`src/rtl/f2h_bridge_pkg.sv`:
```
// f2h_bridge_pkg: shared types and helpers for the
// fabric-to-HPS Avalon-MM bridge master.
package f2h_bridge_pkg;

  typedef enum logic [2:0] {
    IDLE      = 3'd0,
    WRITE     = 3'd1,
    READ_CMD  = 3'd2,
    READ_WAIT = 3'd3,
    RESP      = 3'd4
  } f2h_state_t;

  function automatic int unsigned byte_count(
    input int unsigned dw
  );
    return dw / 8;
  endfunction

  // Clears the byte-offset bits of a bus-word address.
  function automatic logic [63:0] align_mask(
    input int unsigned dw
  );
    return ~(64'(byte_count(dw)) - 64'd1);
  endfunction

endpackage

```
`src/rtl/f2h_bridge_master_if.sv`:
```
// f2h_bridge_master_if: fabric command/response
// handshakes plus the Avalon-MM initiator bus.
interface f2h_bridge_master_if #(
  parameter int ADDRWIDTH = 10,
  parameter int DATAWIDTH = 64
);

  logic                   cmd_valid;
  logic                   cmd_ready;
  logic                   cmd_write;
  logic [ADDRWIDTH-1:0]   cmd_address;
  logic [DATAWIDTH-1:0]   cmd_writedata;
  logic [DATAWIDTH/8-1:0] cmd_byteenable;

  logic                   rsp_valid;
  logic                   rsp_ready;
  logic [DATAWIDTH-1:0]   rsp_readdata;
  logic                   rsp_error;

  logic [ADDRWIDTH-1:0]   address;
  logic                   read;
  logic                   write;
  logic [DATAWIDTH-1:0]   writedata;
  logic [DATAWIDTH/8-1:0] byteenable;
  logic                   burstcount;
  logic [DATAWIDTH-1:0]   readdata;
  logic                   readdatavalid;
  logic                   waitrequest;

  modport master (
    input  cmd_valid, cmd_write,
    input  cmd_address, cmd_writedata,
    input  cmd_byteenable, rsp_ready,
    input  readdata, readdatavalid,
    input  waitrequest,
    output cmd_ready, rsp_valid,
    output rsp_readdata, rsp_error,
    output address, read, write,
    output writedata, byteenable,
    output burstcount
  );

  modport slave (
    output cmd_valid, cmd_write,
    output cmd_address, cmd_writedata,
    output cmd_byteenable, rsp_ready,
    output readdata, readdatavalid,
    output waitrequest,
    input  cmd_ready, rsp_valid,
    input  rsp_readdata, rsp_error,
    input  address, read, write,
    input  writedata, byteenable,
    input  burstcount
  );

endinterface

```
`src/rtl/f2h_bridge_master_wait_timer.sv`:
```
// wait_timer: saturating stall counter; expired marks
// the configured limit (limit 0 never expires).
module wait_timer #(
  parameter int TIMEOUT_CYCLES = 1024
) (
  input  logic clk,
  input  logic rst_n,
  input  logic clear,
  input  logic enable,
  output logic expired
);

  localparam bit ON = TIMEOUT_CYCLES > 0;
  localparam int W =
    ON ? $clog2(TIMEOUT_CYCLES + 1) : 1;
  localparam logic [W-1:0] TOP =
    ON ? W'(TIMEOUT_CYCLES) : '1;

  logic [W-1:0] count;

  // Count stalled cycles, holding at the top value.
  always_ff @(posedge clk or negedge rst_n) begin
    if (!rst_n) begin
      count <= '0;
    end else if (clear) begin
      count <= '0;
    end else if (enable && count != TOP) begin
      count <= count + W'(1);
    end
  end

  assign expired = ON && (count == TOP);

endmodule

```
`src/rtl/f2h_bridge_master.sv`:
```
// f2h_bridge_master: one fabric command becomes one
// single-beat Avalon-MM access and one response.
module f2h_bridge_master
  import f2h_bridge_pkg::*;
#(
  parameter int ADDRWIDTH      = 10,
  parameter int DATAWIDTH      = 64,
  parameter int TIMEOUT_CYCLES = 1024
) (
  input logic i_clk,
  input logic i_arstn,
  f2h_bridge_master_if.master bus
);

  localparam int BEW =
    int'(byte_count(DATAWIDTH));
  localparam logic [ADDRWIDTH-1:0] AMASK =
    ADDRWIDTH'(align_mask(DATAWIDTH));

  f2h_state_t state;

  logic                 cmd_ready;
  logic                 rsp_valid;
  logic                 rsp_error;
  logic [DATAWIDTH-1:0] rsp_data;
  logic                 rd;
  logic                 wr;
  logic [ADDRWIDTH-1:0] addr;
  logic [DATAWIDTH-1:0] wdata;
  logic [BEW-1:0]       be;

  logic accept;
  logic phase;
  logic clear;
  logic expired;

  assign accept = cmd_ready && bus.cmd_valid;

  assign phase = (state == WRITE)
              || (state == READ_CMD)
              || (state == READ_WAIT);

  // Restart the stall budget on every phase entry.
  assign clear = accept
              || ((state == READ_CMD)
                  && !bus.waitrequest
                  && !bus.readdatavalid);

  wait_timer #(
    .TIMEOUT_CYCLES(TIMEOUT_CYCLES)
  ) u_timer (
    .clk    (i_clk),
    .rst_n  (i_arstn),
    .clear  (clear),
    .enable (phase),
    .expired(expired)
  );

  // Sequence command, Avalon access and response.
  always_ff @(posedge i_clk or negedge i_arstn) begin
    if (!i_arstn) begin
      state     <= IDLE;
      cmd_ready <= 1'b0;
      rsp_valid <= 1'b0;
      rsp_error <= 1'b0;
      rsp_data  <= '0;
      rd        <= 1'b0;
      wr        <= 1'b0;
      addr      <= '0;
      wdata     <= '0;
      be        <= '0;
    end else begin
      unique case (state)
        IDLE: begin
          if (accept) begin
            cmd_ready <= 1'b0;
            addr      <= bus.cmd_address & AMASK;
            wdata     <= bus.cmd_writedata;
            be        <= bus.cmd_byteenable;
            rsp_data  <= '0;
            rsp_error <= 1'b0;
            if (bus.cmd_write) begin
              wr    <= 1'b1;
              state <= WRITE;
            end else begin
              rd    <= 1'b1;
              state <= READ_CMD;
            end
          end else begin
            cmd_ready <= 1'b1;
          end
        end
        WRITE: begin
          if (!bus.waitrequest) begin
            wr        <= 1'b0;
            rsp_valid <= 1'b1;
            state     <= RESP;
          end else if (expired) begin
            wr        <= 1'b0;
            rsp_error <= 1'b1;
            rsp_valid <= 1'b1;
            state     <= RESP;
          end
        end
        READ_CMD: begin
          if (!bus.waitrequest) begin
            rd <= 1'b0;
            if (bus.readdatavalid) begin
              rsp_data  <= bus.readdata;
              rsp_valid <= 1'b1;
              state     <= RESP;
            end else begin
              state <= READ_WAIT;
            end
          end else if (expired) begin
            rd        <= 1'b0;
            rsp_error <= 1'b1;
            rsp_valid <= 1'b1;
            state     <= RESP;
          end
        end
        READ_WAIT: begin
          if (bus.readdatavalid) begin
            rsp_data  <= bus.readdata;
            rsp_valid <= 1'b1;
            state     <= RESP;
          end else if (expired) begin
            rsp_error <= 1'b1;
            rsp_valid <= 1'b1;
            state     <= RESP;
          end
        end
        RESP: begin
          if (bus.rsp_ready) begin
            rsp_valid <= 1'b0;
            cmd_ready <= 1'b1;
            state     <= IDLE;
          end
        end
        default: begin
          state     <= IDLE;
          rd        <= 1'b0;
          wr        <= 1'b0;
          rsp_valid <= 1'b0;
          cmd_ready <= 1'b0;
        end
      endcase
    end
  end

  assign bus.cmd_ready    = cmd_ready;
  assign bus.rsp_valid    = rsp_valid;
  assign bus.rsp_error    = rsp_error;
  assign bus.rsp_readdata = rsp_data;
  assign bus.address      = addr;
  assign bus.read         = rd;
  assign bus.write        = wr;
  assign bus.writedata    = wdata;
  assign bus.byteenable   = be;
  assign bus.burstcount   = 1'b1;

endmodule

```
`src/flat_wrapper.sv`:
```
// flat-port wrapper written by rule: the top's interface ports become plain ports
module f2h_bridge_master_flat import f2h_bridge_pkg::*;
#(
  parameter int ADDRWIDTH      = 10,
  parameter int DATAWIDTH      = 64,
  parameter int TIMEOUT_CYCLES = 1024
)
  (i_clk, i_arstn, bus_cmd_valid, bus_cmd_write, bus_cmd_address, bus_cmd_writedata, bus_cmd_byteenable, bus_rsp_ready, bus_readdata, bus_readdatavalid, bus_waitrequest, bus_cmd_ready, bus_rsp_valid, bus_rsp_readdata, bus_rsp_error, bus_address, bus_read, bus_write, bus_writedata, bus_byteenable, bus_burstcount);
  f2h_bridge_master_if #(.ADDRWIDTH(ADDRWIDTH), .DATAWIDTH(DATAWIDTH)) bus_i ();
  input logic i_clk;
  input logic i_arstn;
  input wire logic [$bits(bus_i.cmd_valid)-1:0] bus_cmd_valid;
  input wire logic [$bits(bus_i.cmd_write)-1:0] bus_cmd_write;
  input wire logic [$bits(bus_i.cmd_address)-1:0] bus_cmd_address;
  input wire logic [$bits(bus_i.cmd_writedata)-1:0] bus_cmd_writedata;
  input wire logic [$bits(bus_i.cmd_byteenable)-1:0] bus_cmd_byteenable;
  input wire logic [$bits(bus_i.rsp_ready)-1:0] bus_rsp_ready;
  input wire logic [$bits(bus_i.readdata)-1:0] bus_readdata;
  input wire logic [$bits(bus_i.readdatavalid)-1:0] bus_readdatavalid;
  input wire logic [$bits(bus_i.waitrequest)-1:0] bus_waitrequest;
  output wire logic [$bits(bus_i.cmd_ready)-1:0] bus_cmd_ready;
  output wire logic [$bits(bus_i.rsp_valid)-1:0] bus_rsp_valid;
  output wire logic [$bits(bus_i.rsp_readdata)-1:0] bus_rsp_readdata;
  output wire logic [$bits(bus_i.rsp_error)-1:0] bus_rsp_error;
  output wire logic [$bits(bus_i.address)-1:0] bus_address;
  output wire logic [$bits(bus_i.read)-1:0] bus_read;
  output wire logic [$bits(bus_i.write)-1:0] bus_write;
  output wire logic [$bits(bus_i.writedata)-1:0] bus_writedata;
  output wire logic [$bits(bus_i.byteenable)-1:0] bus_byteenable;
  output wire logic [$bits(bus_i.burstcount)-1:0] bus_burstcount;
  assign bus_i.cmd_valid = bus_cmd_valid;
  assign bus_i.cmd_write = bus_cmd_write;
  assign bus_i.cmd_address = bus_cmd_address;
  assign bus_i.cmd_writedata = bus_cmd_writedata;
  assign bus_i.cmd_byteenable = bus_cmd_byteenable;
  assign bus_i.rsp_ready = bus_rsp_ready;
  assign bus_i.readdata = bus_readdata;
  assign bus_i.readdatavalid = bus_readdatavalid;
  assign bus_i.waitrequest = bus_waitrequest;
  assign bus_cmd_ready = bus_i.cmd_ready;
  assign bus_rsp_valid = bus_i.rsp_valid;
  assign bus_rsp_readdata = bus_i.rsp_readdata;
  assign bus_rsp_error = bus_i.rsp_error;
  assign bus_address = bus_i.address;
  assign bus_read = bus_i.read;
  assign bus_write = bus_i.write;
  assign bus_writedata = bus_i.writedata;
  assign bus_byteenable = bus_i.byteenable;
  assign bus_burstcount = bus_i.burstcount;
  f2h_bridge_master #(.ADDRWIDTH(ADDRWIDTH), .DATAWIDTH(DATAWIDTH), .TIMEOUT_CYCLES(TIMEOUT_CYCLES)) u_core (.i_clk(i_clk), .i_arstn(i_arstn), .bus(bus_i));
endmodule
```
`config.mk`:
```
export PLATFORM = sky130hd
export DESIGN_NAME = f2h_bridge_master_flat
export DESIGN_NICKNAME = d
export VERILOG_FILES = /design/src/rtl/f2h_bridge_pkg.sv /design/src/rtl/f2h_bridge_master_if.sv /design/src/rtl/f2h_bridge_master_wait_timer.sv /design/src/rtl/f2h_bridge_master.sv /design/src/flat_wrapper.sv
export SDC_FILE = /design/constraint.sdc
export NUM_CORES = 1
export LEC_CHECK = 0
export CAP_MARGIN = 20
export CELL_PAD_IN_SITES_DETAIL_PLACEMENT = 1
export CELL_PAD_IN_SITES_GLOBAL_PLACEMENT = 2
export CORE_MARGIN = 3
export CORE_UTILIZATION = 27
export CTS_CLUSTER_DIAMETER = 100
export DETAILED_ROUTE_END_ITERATION = 10
export GPL_ROUTABILITY_DRIVEN = 0
export PLACE_DENSITY = 0.9
export SLEW_MARGIN = 30
export SYNTH_ARGS = -nofsm -noshare
export SYNTH_HDL_FRONTEND = slang
export SYNTH_SLANG_ARGS = --single-unit
```
`constraint.sdc`:
```
create_clock -name i_clk -period 2.9 [get_ports i_clk]
set_input_delay 0.435 -clock i_clk [delete_from_list [all_inputs] [get_ports i_clk]]
set_output_delay 0.435 -clock i_clk [all_outputs]
set_load 0.02 [all_outputs]
```
==> results.toml <==
[sta]
max_freq_mhz = 445
relSlewSlack = 0.580
fin_skew_ps = 9.99
finalSetupViolations = 0
finalCritPeriodShare = 0.775
period_needed_ps = 2250
timing.setup.tns_ps = 0
maxSlewViolCount = 0
worst_pin_slew_ps = 629
rsz0062_at_grt = "false"
hold_viol = 0

[logic_synthesis]
synth_top_area_share = 0.588
synthDistinctLibCells = 40
synth_edf_count = 0
yosysSeqAreaShare = 0.588
ys.flop_type = "dfrtp_1"
synth-seq-cells = 162
synthArstFlopShare = 1.00
synth.area.top_cells = "dfrtp_1 59%, mux2_2 10%, o31ai_1 7.1%"
synth_cells = 587
synth_area_um2 = 6900
yosysWarnings = 0
yosys.area.top_type = "dfrtp_1"
syn_area_per_cell_um2 = 11.7

[global_routing]
grt_pass1_wl_mm = 35.0
overflow = 0
grt_start_max_net_pins = 137
antenna_found_initial = 0
grt_use_total = 0.157
grt_pass1_vias = 6011

[final_layout]
layout_common_cells = "296 x clkdlybuf4s50_1, 161 x dfrtp_1, 78 x nand2_1, 71 x o21ai_0, 65 x o31ai_1"
layout.nets = 1019
diodes = 0
stdcell_area_um2 = 10800
final_common_cell = "clkdlybuf4s50_1"
area_growth_syn_to_layout_pct = 56.1
drive_gt1_frac = 0.124

[cts]
cts.sinks = 162
clk_pin_slew_ps = 70
cts_resized = 0
clock_latency_ps = 420
clockBufferDepth = 2
root_buffer = "clkbuf_16"
h-tree-depth = 4
post_cts_buffers = 0
cts_tree = "yes"
numCtsBuffers = 17

[routing]
wl_per_cell_um = 18.1
dr.pass1.iters = 4
avgViaCountPerCell = 4.71
met3WireLength_mm = 1.75
met1_length_mm = 9.45
top_layer = "met4"
wl_met2_mm = 10.3
finalWirelength_mm = 21.8
drc = 0
drt_iter0_drc = 307
drt.antenna.violating_nets = 0
vias = 5657

[setup_path]
cp_max_fo = 59
crit_required_ps = 3220
r2r_cells = 5
end_kind = "flip-flop"
cp-start-kind = "flip-flop"
crit_arrival_ps = 2560
worst-setup-path-type = "flip-flop to flip-flop"

[floorplan]
die_h_um = 166
ios = 305
die_w_um = 166
core_um2 = 24700
dieArea_um2 = 27500
start_util = 0.279
rows = 57

[pwr]
peakVddDrop_v = 0.000506
power.leakage_uw = 0.00428
power_density_nw_per_um2 = 1170

[status]
status = "finished clean"

[place]
hpwl_mm = 15.6
place_area_um2 = 10200
io_buffers = 297

[min_path]
min_path_cells = 1
hold_class = "flip-flop to flip-flop"

[job]
cap_violations = 0
stage by stage:
step	util	cells	hold WS, ps	power [uW]	setup slack (ps)
CTS	0.436	1201	490	12800	673
detailed placement	0.412	1168	388	10400	510
global route	0.436	1201	498	13400	397
global placement	0.412	1168	388	10200	547
floorplan	-	589	139	7320	1090
finish	0.436	1201	485	12600	651
routing by layer:
metal	global-route usage	up-vias
li1	-	2633
met4	0.0376	0
met5	0	-
met2	0.257	219
met1	0.197	2789
met3	0.0619	16
repair_timing:
| action | CTS | global route |
|---|---|---|
| endpoints found under the setup margin | 0 | 0 |
| hold endpoints to repair | 36 | 0 |
| hold buffers | 1 | 0 |
worst paths after layout:
kind	to	slack, ps	start
worst max-delay path	u_core.bus.rsp_readdata[18]	650	u_core.state[0]
worst min-delay path	u_core.bus.writedata[4]	490	u_core.bus.writedata[4]
worst max register to register	u_core.bus.rsp_readdata[18]	650	u_core.state[0]
worst min register to register	u_core.bus.writedata[4]	490	u_core.bus.writedata[4]
max in group asynchronous	u_core.bus.writedata[41]	1600	i_arstn
min in group asynchronous	u_core.bus.rsp_readdata[62]	500	i_arstn
cells by family (layout without fill, tap and decap cells):
group           after synthesis  count (layout)  synth area share
other cells                   2               4           0.00109
flops                       162             162             0.588
xor+xnor                     10              10            0.0127
compound gates              153             153             0.141
mux                          79              79             0.129
fa+ha+maj                     2               2           0.00363
simple gates                122             122            0.0795
buf+inv                      57             345            0.0455
worst max-delay path, stage by stage (launching register included):
cell	delay (ps)
dfrtp_1	670
or2_0	390
o22a_4	500
buf_12	300
o21ai_0	130
o31ai_1	110
flip-flops by register name (all words and copies together), names as in the netlist:
register and cells:
u_core.state 3, u_core.bus.rsp_error 1, u_core.bus.cmd_ready 1, u_core.bus.rsp_readdata 64, u_core.bus.writedata 64, u_core.bus.address 7, u_core.u_timer.count 11, u_core.bus.read 1
u_core.bus.write 1, u_core.bus.rsp_valid 1, u_core.bus.byteenable 8
synth_stat cells, types with 3 or more instances:
library cell / count
nand2_1: 78
nand3_1: 5
o21ai_0: 71
nor2_1: 14
mux2_1: 18
buf_2: 17
buf_4: 5
inv_1: 5
a22o_1: 3
mux2_2: 61
a21oi_1: 5
nor4_1: 4
nand4_1: 5
dfrtp_1: 162
nor2b_1: 4
buf_6: 8
xnor2_1: 8
clkbuf_1: 22
o31ai_1: 65
power by group:
part           leakage (uW)  internal [uW]  switching (uW)
logic               0.00194           3010            3310
clock network      0.000292           1260            1060
registers           0.00205           3340             603
total               0.00428           7600            4970
final cells by class:
class | instances | area, um^2
Fill cell | 2678 | 13900
Sequential cell | 162 | 4060
Timing Repair Buffer | 308 | 3130
Multi-Input combinational cell | 370 | 2550
Clock buffer | 18 | 439
Tap cell | 324 | 405
Clock inverter | 14 | 158
Inverter | 5 | 18.8
(Power assumes the default switching activity.)
